`config.mk`:
```
export PLATFORM = sky130hd
export DESIGN_NAME = cmd_track_adder
export DESIGN_NICKNAME = d
export VERILOG_FILES = /design/src/rtl/g15_track_pkg.sv /design/src/rtl/track_shift_reg.sv /design/src/rtl/cmd_track_adder.sv
export SDC_FILE = /design/constraint.sdc
export NUM_CORES = 1
export LEC_CHECK = 0
export CAP_MARGIN = 20
export CORE_MARGIN = 2
export CORE_UTILIZATION = 48
export DETAILED_ROUTE_END_ITERATION = 16
export PLACE_DENSITY = 0.78
export SLEW_MARGIN = 15
export SYNTH_ARGS = -nofsm -noshare
export SYNTH_HDL_FRONTEND = slang
export SYNTH_SLANG_ARGS = --single-unit
```
`constraint.sdc`:
```
create_clock -name CLOCK -period 3 [get_ports CLOCK]
set_input_delay 0.45 -clock CLOCK [delete_from_list [all_inputs] [get_ports CLOCK]]
set_output_delay 0.45 -clock CLOCK [all_outputs]
set_load 0.05 [all_outputs]
```
`src/rtl/g15_track_pkg.sv`:
```
// Shared types and constants for the G-15 style serial command track.
package g15_track_pkg;

    localparam int unsigned G15_WORD_BITS = 29;

    typedef enum logic [1:0] {TM_RECIRC, TM_ADD, TM_LOAD, TM_CLEAR} track_mode_t;

    // Controls held constant for one word, captured at bit 0.
    typedef struct packed {
        track_mode_t mode;
        logic        alt;
        logic        cin;
    } word_ctl_t;

    function automatic logic maj3(input logic a, input logic b, input logic c);
        return (a & b) | (a & c) | (b & c);
    endfunction

endpackage

```
`src/rtl/track_shift_reg.sv`:
```
// Serial shift register forming the recirculating track storage.
module track_shift_reg #(
    parameter int unsigned N = 29
) (
    input  logic i_clk,
    input  logic i_rst,
    input  logic i_din,
    output logic o_dout
);

    logic [N-1:0] r_sr;

    generate
        if (N == 1) begin : g_single
            always_ff @(posedge i_clk) begin
                if (i_rst) begin
                    r_sr <= '0;
                end else begin
                    r_sr <= i_din;
                end
            end
        end else begin : g_chain
            always_ff @(posedge i_clk) begin
                if (i_rst) begin
                    r_sr <= '0;
                end else begin
                    r_sr <= {r_sr[N-2:0], i_din};
                end
            end
        end
    endgenerate

    assign o_dout = r_sr[N-1];

endmodule

```
`src/rtl/cmd_track_adder.sv`:
```
// Bit-serial command track with a windowed serial adder, overflow capture and
// load/recirculate/clear modes.
module cmd_track_adder
    import g15_track_pkg::*;
#(
    parameter int unsigned WORD_BITS  = G15_WORD_BITS,
    parameter int unsigned DEPTH      = 1,
    parameter int unsigned LO_BIT     = 2,
    parameter int unsigned HI_BIT     = 28,
    parameter int unsigned ALT_HI_BIT = 21
) (
    input  logic                         CLOCK,
    input  logic                         rst,
    input  logic                         WORD_SYNC,
    input  logic [1:0]                   mode,
    input  logic                         alt_window,
    input  logic                         addend_in,
    input  logic                         load_in,
    input  logic                         carry_in_en,
    input  logic                         block_top,
    output logic                         dout,
    output logic                         sum_out,
    output logic [$clog2(WORD_BITS)-1:0] bit_time,
    output logic                         in_window,
    output logic                         word_done,
    output logic                         carry_out
);

    localparam int unsigned BW = $clog2(WORD_BITS);
    localparam int unsigned TRACK_LEN = WORD_BITS * DEPTH;
    localparam logic [BW-1:0] LAST_BIT = BW'(WORD_BITS - 1);
    localparam logic [BW-1:0] LO_IDX = BW'(LO_BIT);
    localparam logic [BW-1:0] HI_IDX = BW'(HI_BIT);
    localparam logic [BW-1:0] ALT_HI_IDX = BW'(ALT_HI_BIT);

    generate
        if (!((LO_BIT < ALT_HI_BIT) && (ALT_HI_BIT <= HI_BIT) && (HI_BIT < WORD_BITS) &&
              (DEPTH >= 1))) begin : g_bad_params
            $fatal(1, "cmd_track_adder: illegal window/depth parameters");
        end
    endgenerate

    logic [BW-1:0] r_bit_cnt;
    logic [BW-1:0] w_bit_time;
    logic [BW-1:0] w_bit_next;
    word_ctl_t     r_ctl;
    word_ctl_t     w_ctl;
    logic          r_carry;
    logic          r_carry_out;
    logic          w_first;
    logic          w_last;
    logic [BW-1:0] w_top;
    logic          w_win;
    logic          w_adding;
    logic          w_carry_prev;
    logic          w_carry_in;
    logic          w_carry_next;
    logic          w_sum_add;
    logic          w_sum;
    logic          w_dout;

    always_comb begin
        w_bit_time = WORD_SYNC ? '0 : r_bit_cnt;
        w_first    = (w_bit_time == '0);
        w_last     = (w_bit_time == LAST_BIT);
        w_bit_next = w_last ? '0 : w_bit_time + BW'(1);

        // Bit 0 acts on the live controls so the whole word uses one setting.
        w_ctl = r_ctl;
        if (w_first) begin
            w_ctl.mode = track_mode_t'(mode);
            w_ctl.alt  = alt_window;
            w_ctl.cin  = carry_in_en;
        end

        w_top = w_ctl.alt ? ALT_HI_IDX : HI_IDX;
        w_win = (w_bit_time >= LO_IDX) && (w_bit_time <= w_top);
    end

    always_comb begin
        w_adding     = (w_ctl.mode == TM_ADD) && w_win;
        w_carry_prev = w_first ? 1'b0 : r_carry;
        w_carry_in   = (w_bit_time == LO_IDX) ? w_ctl.cin : w_carry_prev;
        w_sum_add    = w_dout ^ addend_in ^ w_carry_in;
        // Past the window top the carry is held so it can be reported at word end.
        w_carry_next = w_adding ? maj3(w_dout, addend_in, w_carry_in) : w_carry_prev;

        w_sum = w_dout;
        unique case (w_ctl.mode)
            TM_RECIRC: w_sum = w_dout;
            TM_ADD:    w_sum = w_adding ? w_sum_add : w_dout;
            TM_LOAD:   w_sum = load_in;
            TM_CLEAR:  w_sum = 1'b0;
        endcase
        if (w_last && block_top) begin
            w_sum = 1'b0;
        end
    end

    always_ff @(posedge CLOCK) begin
        if (rst) begin
            r_bit_cnt   <= '0;
            r_ctl       <= '{mode: TM_RECIRC, alt: 1'b0, cin: 1'b0};
            r_carry     <= 1'b0;
            r_carry_out <= 1'b0;
        end else begin
            r_bit_cnt <= w_bit_next;
            r_ctl     <= w_ctl;
            r_carry   <= w_carry_next;
            if (w_last) begin
                r_carry_out <= (w_ctl.mode == TM_ADD) && w_carry_next;
            end
        end
    end

    track_shift_reg #(
        .N(TRACK_LEN)
    ) u_track (
        .i_clk (CLOCK),
        .i_rst (rst),
        .i_din (w_sum),
        .o_dout(w_dout)
    );

    assign dout      = w_dout;
    assign sum_out   = w_sum;
    assign bit_time  = w_bit_time;
    assign in_window = w_win;
    assign word_done = w_last;
    assign carry_out = r_carry_out;

endmodule
```
* Word-level counts from Yosys, hierarchy flattened
Index checks and enable logic that the tools add are counted.
Cells by class: $add $sub $neg 1, $lt $le $gt $ge 2, equality and inequality tests 5, muxes and demuxes 9, bitwise logic cells 7, reduce and logical (&&, ||, !) cells 7
Operators by type and width (number):
- 4-bit two-way mux | 2
- 5-bit by 1-bit adder with 5-bit output, second input constant | 1
- 5-bit by 2-bit == test with 1-bit output, second input constant | 1
- 5-bit == test, second input constant | 1
- 5-bit by 2-bit greater-or-equal comparator with 1-bit output, second input constant | 1
- 5-bit less-or-equal comparator | 1
- 5-bit logical NOT | 1
- 1-bit two-way mux | 5
- 5-bit two-way mux | 1
- 2-bit == test, second input constant | 2
- 1-bit logical AND | 4
- 1-bit case mux with 4 select lines | 1
- 1-bit bitwise AND | 3
- 2-bit by 1-bit == test with 1-bit output, second input constant | 1
- 2-bit logical NOT | 1
- 1-bit OR | 2
- 2-bit OR reduction | 1
- 1-bit XOR | 2
Storage, ports and cells: flip-flop bits (word level) 40, input port bits 10, word-level logic and storage cells 38

* Longest topological paths before layout
depth after elaboration 10, depth in mapped cells 13, depth with buffers taken out 13

* By module
Synthesis repeated with hierarchy kept, for this count alone.
Second synthesis, totals: cell total of the unflattened synthesis 140, area, all modules 1612.8 um^2
Modules (own cells, without submodules):
- track_shift_reg | instances 1, cells an instance 61, area an instance 882.1 um^2, sequential area each 580.6 um^2
- cmd_track_adder | instances 1, cells an instance 79, area an instance 730.7 um^2, sequential area each 220.2 um^2

* Worst setup path after synthesis
Ideal clock, no wire load.
path type input to output, start input WORD_SYNC, end output sum_out, arrival 4.054 ns, data required time 2.550 ns, slack -1.504 ns, stages 12, buffers on the path 0, cell sequence nor2b_1 inv_1 ha_1 nor4b_2 nor2_2 mux2_2 ha_1 a31oi_1 o22ai_4 inv_1 nand4b_4 nand3_1
RTL lines:
- from (decl) | RTL line cmd_track_adder.sv:14 | input logic WORD_SYNC,
- to (decl) | RTL line cmd_track_adder.sv:22 | output logic sum_out,

==> reports/results.ini <==
[setup_path]
worstSetupStartpointType = register
max_stage_delay_ps = 340
worst_ep_required_time_ps = 2550
worst_path_max_delay_cell = dfxtp_2
crit_cells = 13
crit_path_end_kind = output pin
worstRegToRegCells = 13
crit_top_cell = ha_4
arrival_ps = 2890
worstPathMaxFanout = 4
critPathBufInv = 3
path_class = register to output pin
crit_chain = nor2b_4, inv_2, ha_4, nor4b_4, nor2_4, mux2_4, ha_4, a31oi_2, o22ai_4, clkinvlp_4, nand4b_4, nand3_4, buf_12
critical_path.top_delay_family = simple AND/OR/NAND/NOR gates

[sta]
holdWs_ps = 446
finalSetupViolCount = 2
timing.setup.tns_ps = -588
period_share_pct = 111
slew_violations = 0
relSlewSlack_pct = 66.9
fmax_ghz = 0.299
final.setup.worst_slack_ps = -344
post-route-min-period_ps = 3340
rsz0062_at_grt = true
fin_skew_ps = 5.10
hold_viol = 0
tightest_slew_ps = 495

[floorplan]
die_y_um = 61.7
initial_core_util_pct = 51.6
io_pins = 20
die_area_um2 = 3810
coreArea_um2 = 3100
die_x_um = 61.7
num_rows = 20

[logic_synthesis]
synth_edf_count = 0
synth.distinct_cells = 38
ys_seq_area_share_pct = 50.0
synthXorXnorAreaFrac_pct = 1.64
synth_top_family_by_area = simple AND/OR/NAND/NOR gates
synthMuxAreaShare_pct = 3.21
synth_nets = 165
synth_fa_ha_area_share_pct = 5.16
avgSynthCellArea_um2 = 10.7
synth_largest_area_cell = dfxtp_1
ys_ff_latch = 40
synth_top_area_share_pct = 50.0
yosys.area_share.simple_pct = 28.1
async_flop_share_pct = 0
synth_compound_area_share_pct = 7.82
synth_area_um2 = 1600
synthCells = 149
synthTopCellsByArea = dfxtp_1 (50%), nor2b_1 (12%), ha_1 (3.9%)
synth-main-ff-cell = dfxtp_1
synth-warning-count = 0

[outcome]
violations = setup timing
status = finished with violations

[clocking]
clock_sinks = 40
postCtsHoldBufs = 0
worstSkewPairLatency_ps = 340
clockRootBuffer = clkbuf_4
cts.path.max_buffers = 2
path_clk_slew_ps = 110
cts-buffers-inserted = 5
cts_tree = done
htree_levels = 2

[final_layout]
drive_above_1_share_pct = 32.2
area_growth_pct = 37.1
final_nets = 214
diodes = 0
postLayoutCellArea_um2 = 2190

[drt]
drt_iter0_markers = 48
viasPerCell = 4.95
dr.pass1.iters = 4
totalWireLength_um = 3260
wl_per_cell_um = 13.4
route.vias.total = 1202
drc = 0
drtAntennaViolNets = 0

[worst_hold_path]
hold_class = register to register
min_path_cells = 1

[global_route]
grt_pass1_wl_um = 5360
gr-usage-all-layers_pct = 19.9
grt_start_max_net_pins = 23
antenna_found_initial = 0
grt-ovfl-total = 0
grt_pass1_vias = 1164

[power]
leakagePower_uw = 0.000949
power_density_nw_per_um2 = 436
vdd_drop_max_mv = 0.367

[flow_run]
drv_cap = 0

[place]
numPortBuffers = 19
dpl_cell_area_um2 = 2060
hpwl_um = 2430
gp_congestion = 0.872
pre_cts_ws_ps = -732

where the power goes:
part,total (uW),switching [uW],internal [uW]
clock,276,161,115
combinational,138,66.2,71.4
sequential,543,5.00,538
registers in the layout (all words and copies together) (netlist names):
signal	count
carry_out	1
r_bit_cnt	5
r_ctl	4
u_track.r_sr	29
r_carry	1
cell type report:
class                      count  area [um^2]
fill                         243          910
multi-input combinational     98          828
sequential                    40          802
timing repair buffer          47          419
clock buffer                   7         55.1
tap                           44         55.1
inverter                       6         26.3
clock inverter                 1         7.51
synthesized netlist by cell type (2+ instances only):
cell      instances
nor2b_1          31
nand2_1           4
inv_1             6
and2_1            3
ha_1              5
clkbuf_1          3
a31oi_1           3
nand2b_1          3
dfxtp_1          40
nand3_1           5
o211ai_1          2
nor2_2            2
a21oi_1           3
xnor2_1           3
mux2i_1           4
nor2_1           10
metal layers:
metal / vias up / track usage (%) / routed length [um]
met1: 563 / 24.1 / 1420
met5: - / 0 / 0
li1: 594 / - / -
met3: 12 / 7.04 / 158
met4: 0 / 8.51 / 76
met2: 33 / 32.2 / 1600
what timing repair did:
action                     in CTS  in global routing
gates resized for setup         7                  2
pin swaps                       4                  0
setup buffers                   4                  2
setup endpoints to repair       2                  2
through the flow:
stage	util [%]	std cells	power (uW)
after detailed placement	66.3	229	680
after global routing	70.7	243	1000
after global placement	66.3	229	675
final	70.7	243	956
after floorplan	-	149	630
after CTS	70.0	241	962
cells by family after synthesis:
group | count (synthesis)
buf+inv | 11
fa+ha+maj | 6
compound gates | 13
flops | 40
mux | 5
xor+xnor | 3
simple gates | 71
cell usage in the layout (no fill, tap or decap), types with 4 or more instances in the layout:
cell type and count:
buf_4 31, nor2b_1 30, inv_1 4, mux2i_1 4, dfxtp_1 39, nand3_1 4
nor2_1 10, clkdlybuf4s50_1 11, clkbuf_4 5
worst paths after layout:
check,from,to,slack [ps]
max,r_bit_cnt[0],sum_out,-340
min,u_track.r_sr[21],u_track.r_sr[22],450
max reg2reg,r_bit_cnt[0],r_carry,440
min reg2reg,u_track.r_sr[21],u_track.r_sr[22],450
Power figures use the tool's default switching activity.
==> variant 1 (same flow settings) <==
Change the package constant `G15_WORD_BITS` from 29 to 58.
--- a/src/rtl/g15_track_pkg.sv
+++ b/src/rtl/g15_track_pkg.sv
@@ -1,7 +1,7 @@
 // Shared types and constants for the G-15 style serial command track.
 package g15_track_pkg;
 
-    localparam int unsigned G15_WORD_BITS = 29;
+    localparam int unsigned G15_WORD_BITS = 58;
 
     typedef enum logic [1:0] {TM_RECIRC, TM_ADD, TM_LOAD, TM_CLEAR} track_mode_t;
 
Interface: changed (resized bit_time); port bits go from 20 to 21. No check against the original RTL was run, so the function may have changed too.
==> variant 1 against the unedited design <==
The run still ends with setup timing left; cell area up 43%; total power up 81%; setup slack worse by 0.015 ns; synthesized area up 53%; clock skew up 0.0012 ns; sequential cell count up 30; synthesized cell count up 49%; wire length up 27%.
==> variant 1: results (changes against the unedited design) <==
stage,metric,value,unit,change
final_layout,nNetsFinal,284,,+33%
clock_network,cts_htree_levels,3,,+1
logic_synthesis,muxShareOfSynthArea,1.69,%,-1.5 points
logic_synthesis,syn_inst,222,,+49%
critical_path,cp.arrival,2.91,ns,+0.02 ns
logic_synthesis,synth_compound_area_share,8.09,%,+0.27 points
logic_synthesis,syn_nets,239,,+45%
routing,viasPerCell,4.57,,-7.7%
sta,fin_setup_tns,-0.521,ns,+0.0676 ns
final_layout,buf_share,12.6,%,-6.5 points
placement,dp_cells,320,,+40%
worst_hold_path,worstHoldEndpoint,u_track.r_sr[48],,
final_layout,multi_input_comb_cells,132,,+35%
logic_synthesis,synth-seq-area-share,57.3,%,+7.3 points
global_route,grt.met2_usage,24.6,%,-7.5 points
global_route,use_met1,22.3,%,-1.8 points
sta,fin_ws,-0.359,ns,-0.0153 ns
sta,timing.hold.ws,0.435,ns,-0.0104 ns
final_layout,fin_area,3140,um^2,+43%
global_route,grt_use_met3,5.95,%,-1.1 points
placement,dpl_cell_area,2920,um^2,+42%
global_route,grt_max_degree,53,,+130%
placement,portBuffers,20,,+1
critical_path,r2r-end,u_track.r_sr[0],,
global_route,grt_pass1_wl,6.93,mm,+29%
sta,max-slew-margin-rel,67.1,%,+0.22 points
routing,wl_met2,1.88,mm,+17%
logic_synthesis,synth_cell_types,44,,+16%
logic_synthesis,synthTopCellsByArea,"dfxtp_1, nor2b_1, ha_1",,
run_status,outcome,"complete, but fails checks",,
logic_synthesis,yosys-top-cells-count,"dfxtp_1, nor2b_1, nor2_1, clkbuf_1, inv_1",,
placement,dpl_worst_slack,-0.661,ns,+0.0712 ns
sta,setup_viol,2,,unchanged
power_and_ir_drop,p_seq,0.942,mW,+73%
run_status,violations,setup timing,,
clock_network,clkSinkCount,70,,+75%
final_layout,n_all_buffers,45,,-4.3%
final_layout,drive_above_1_share,26.5,%,-5.7 points
routing,drt-met1-wl,2.08,mm,+46%
routing,drtIter0Drc,36,,-25%
global_route,grt_pass1_vias,1476,,+27%
critical_path,slowest_stage,a2111oi_4,,
final_layout,n_fill_cell,385,,+58%
sta,finClkSkew,0.00632,ns,+0.00122 ns
logic_synthesis,yosys.area_share.adder,3.89,%,-1.3 points
clock_network,clk_pin_slew,0.07,ns,-0.04 ns
critical_path,r2r_cells,10,,-3
clock_network,root_buffer,clkbuf_8,,
placement,place_hpwl,2.82,mm,+16%
final_layout,clk_share,5.54,%,+2.7 points
variant 1: changes by cell type in the layout (fill, tap and decap cells not counted), moves of 3 or more:
cell / unedited run / this run
inv_1: 4 / 7
clkinv_2: 0 / 4
dfxtp_1: 39 / 67
xor2_1: 0 / 3
clkbuf_8: 1 / 10
nor2b_1: 30 / 63
clkbuf_4: 5 / 0
variant 1: worst reg2reg max path, stage by stage (launching register included):
cell and delay, ns:
dfxtp_2 0.34, nor4_4 0.36, o21ai_4 0.09, mux2_4 0.34, ha_4 0.28, nor2_2 0.04, o211a_1 0.19, a221o_2 0.35
a2111oi_4 0.37, buf_4 0.17, nor3_1 0.04
variant 1: cells by family after synthesis:
| kind of cell | Yosys count |
|---|---|
| compound gates | 21 |
| buf+inv | 20 |
| flops | 70 |
| simple gates | 96 |
| xor+xnor | 4 |
| fa+ha+maj | 7 |
| mux | 4 |
==> variant 2 (same settings) <==
Without the edit above. Register the outputs `dout`, `sum_out`, `bit_time`, `in_window` and `word_done`, without a reset; this adds one clock of latency there. The other outputs are not delayed to match.
--- a/src/rtl/cmd_track_adder.sv
+++ b/src/rtl/cmd_track_adder.sv
@@ -122,11 +122,13 @@
         .o_dout(w_dout)
     );
 
-    assign dout      = w_dout;
-    assign sum_out   = w_sum;
-    assign bit_time  = w_bit_time;
-    assign in_window = w_win;
-    assign word_done = w_last;
+    always_ff @(posedge CLOCK) begin
+        dout      <= w_dout;
+        sum_out   <= w_sum;
+        bit_time  <= w_bit_time;
+        in_window <= w_win;
+        word_done <= w_last;
+    end
     assign carry_out = r_carry_out;
 
 endmodule
Formal check against the unedited RTL: not equivalent (a bounded check fails within 4 cycles, from zero or initial values and one cycle with rst high).
==> variant 2 against the unedited design <==
Cell area is 0.97% lower; maximum frequency grew 23%; total power up 29%; global-route usage fell by 2.5 points; synthesized area up 11%; sequential power increased by 23%; wire length decreased by 0.64%; critical endpoint is now carry_out; sequential cell count rose by 9; largest power group unchanged; largest cell class is now registers; setup slack improved by 0.62 ns.
==> variant 2: results (changes against the unedited design) <==
stage,metric,value,unit,change
placement,gp_congestion,0.841,,-3.6%
final_layout,buf_share,11.6,%,-7.5 points
run_status,outcome,"complete, no violations",,
worst_hold_path,worstHoldStart,u_track.r_sr[28],,
logic_synthesis,syn_nets,174,,+5.5%
sta,tightest_slew,0.812,ns,+0.318 ns
logic_synthesis,muxShareOfSynthArea,2.88,%,-0.32 points
worst_hold_path,holdPathStages,0,,-1
final_layout,n_fill_cell,301,,+24%
global_route,grtUsageTotal,17.4,%,-2.5 points
critical_path,slowest_stage,mux2_2,,
placement,dpl_worst_slack,-0.310,ns,+0.422 ns
routing,postRouteWirelength,3.24,mm,-0.64%
placement,dpl_cell_area,2050,um^2,-0.43%
routing,routedWlPerCell,13.7,um,+2.3%
logic_synthesis,synth-xor-area-share,1.48,%,-0.17 points
logic_synthesis,synth-seq-area-share,55.1,%,+5.1 points
routing,drtIter0Drc,55,,+15%
clock_network,root_buffer,clkbuf_8,,
logic_synthesis,yosys.area_share.adder,4.64,%,-0.52 points
routing,viasPerCell,4.95,,+0.14%
critical_path,r2r-end,carry_out,,
clock_network,cts-resized-gates,0,,-7
final_layout,drive_above_1_share,15.4,%,-17 points
placement,dp_cells,228,,-0.44%
final_layout,seq_cell_count,49,,+23%
logic_synthesis,synthTopCellsByArea,"dfxtp_1, nor2b_1, ha_1",,
final_layout,seq_area,981,um^2,+22%
final_layout,nNetsFinal,203,,-5.1%
clock_network,clk_latency,0.30,ns,-0.04 ns
logic_synthesis,avgSynthCellArea,11.3,um^2,+4.9%
logic_synthesis,yosys-top-cells-count,"dfxtp_1, nor2b_1, nor2_1, inv_1",,
final_layout,seqAreaFraction,45.2,%,+8.6 points
## variant 2: report_power, final
group / total (mW) / switching, mW / internal, mW / leakage (nW)
Combinational: 0.102 / 0.0554 / 0.0467 / 0.457
Sequential: 0.666 / 0.00617 / 0.660 / 0.397
Clock: 0.464 / 0.214 / 0.250 / 0.0585
Total: 1.23 / 0.276 / 0.956 / 0.912
## variant 2: metal layers
layer	vias up	part of all wire, %	track usage [%]
li1	582	-	-
met1	545	44	20.8
met2	33	48	28.0
met3	9	4.2	3.82
met4	0	2.9	11.4
met5	-	0	0
## variant 2: how the worst max path moves through the flow
stage	from	endpoint	slack, ns	cells after the start
final	r_bit_cnt[0]	carry_out	0.27	12
after CTS	WORD_SYNC	u_track.r_sr[0]	0.01	13
after detailed placement	WORD_SYNC	u_track.r_sr[0]	-0.31	13
after floorplan	WORD_SYNC	u_track.r_sr[0]	0.19	12
after global placement	WORD_SYNC	u_track.r_sr[0]	-0.11	13
after global routing	r_bit_cnt[0]	carry_out	0.11	12
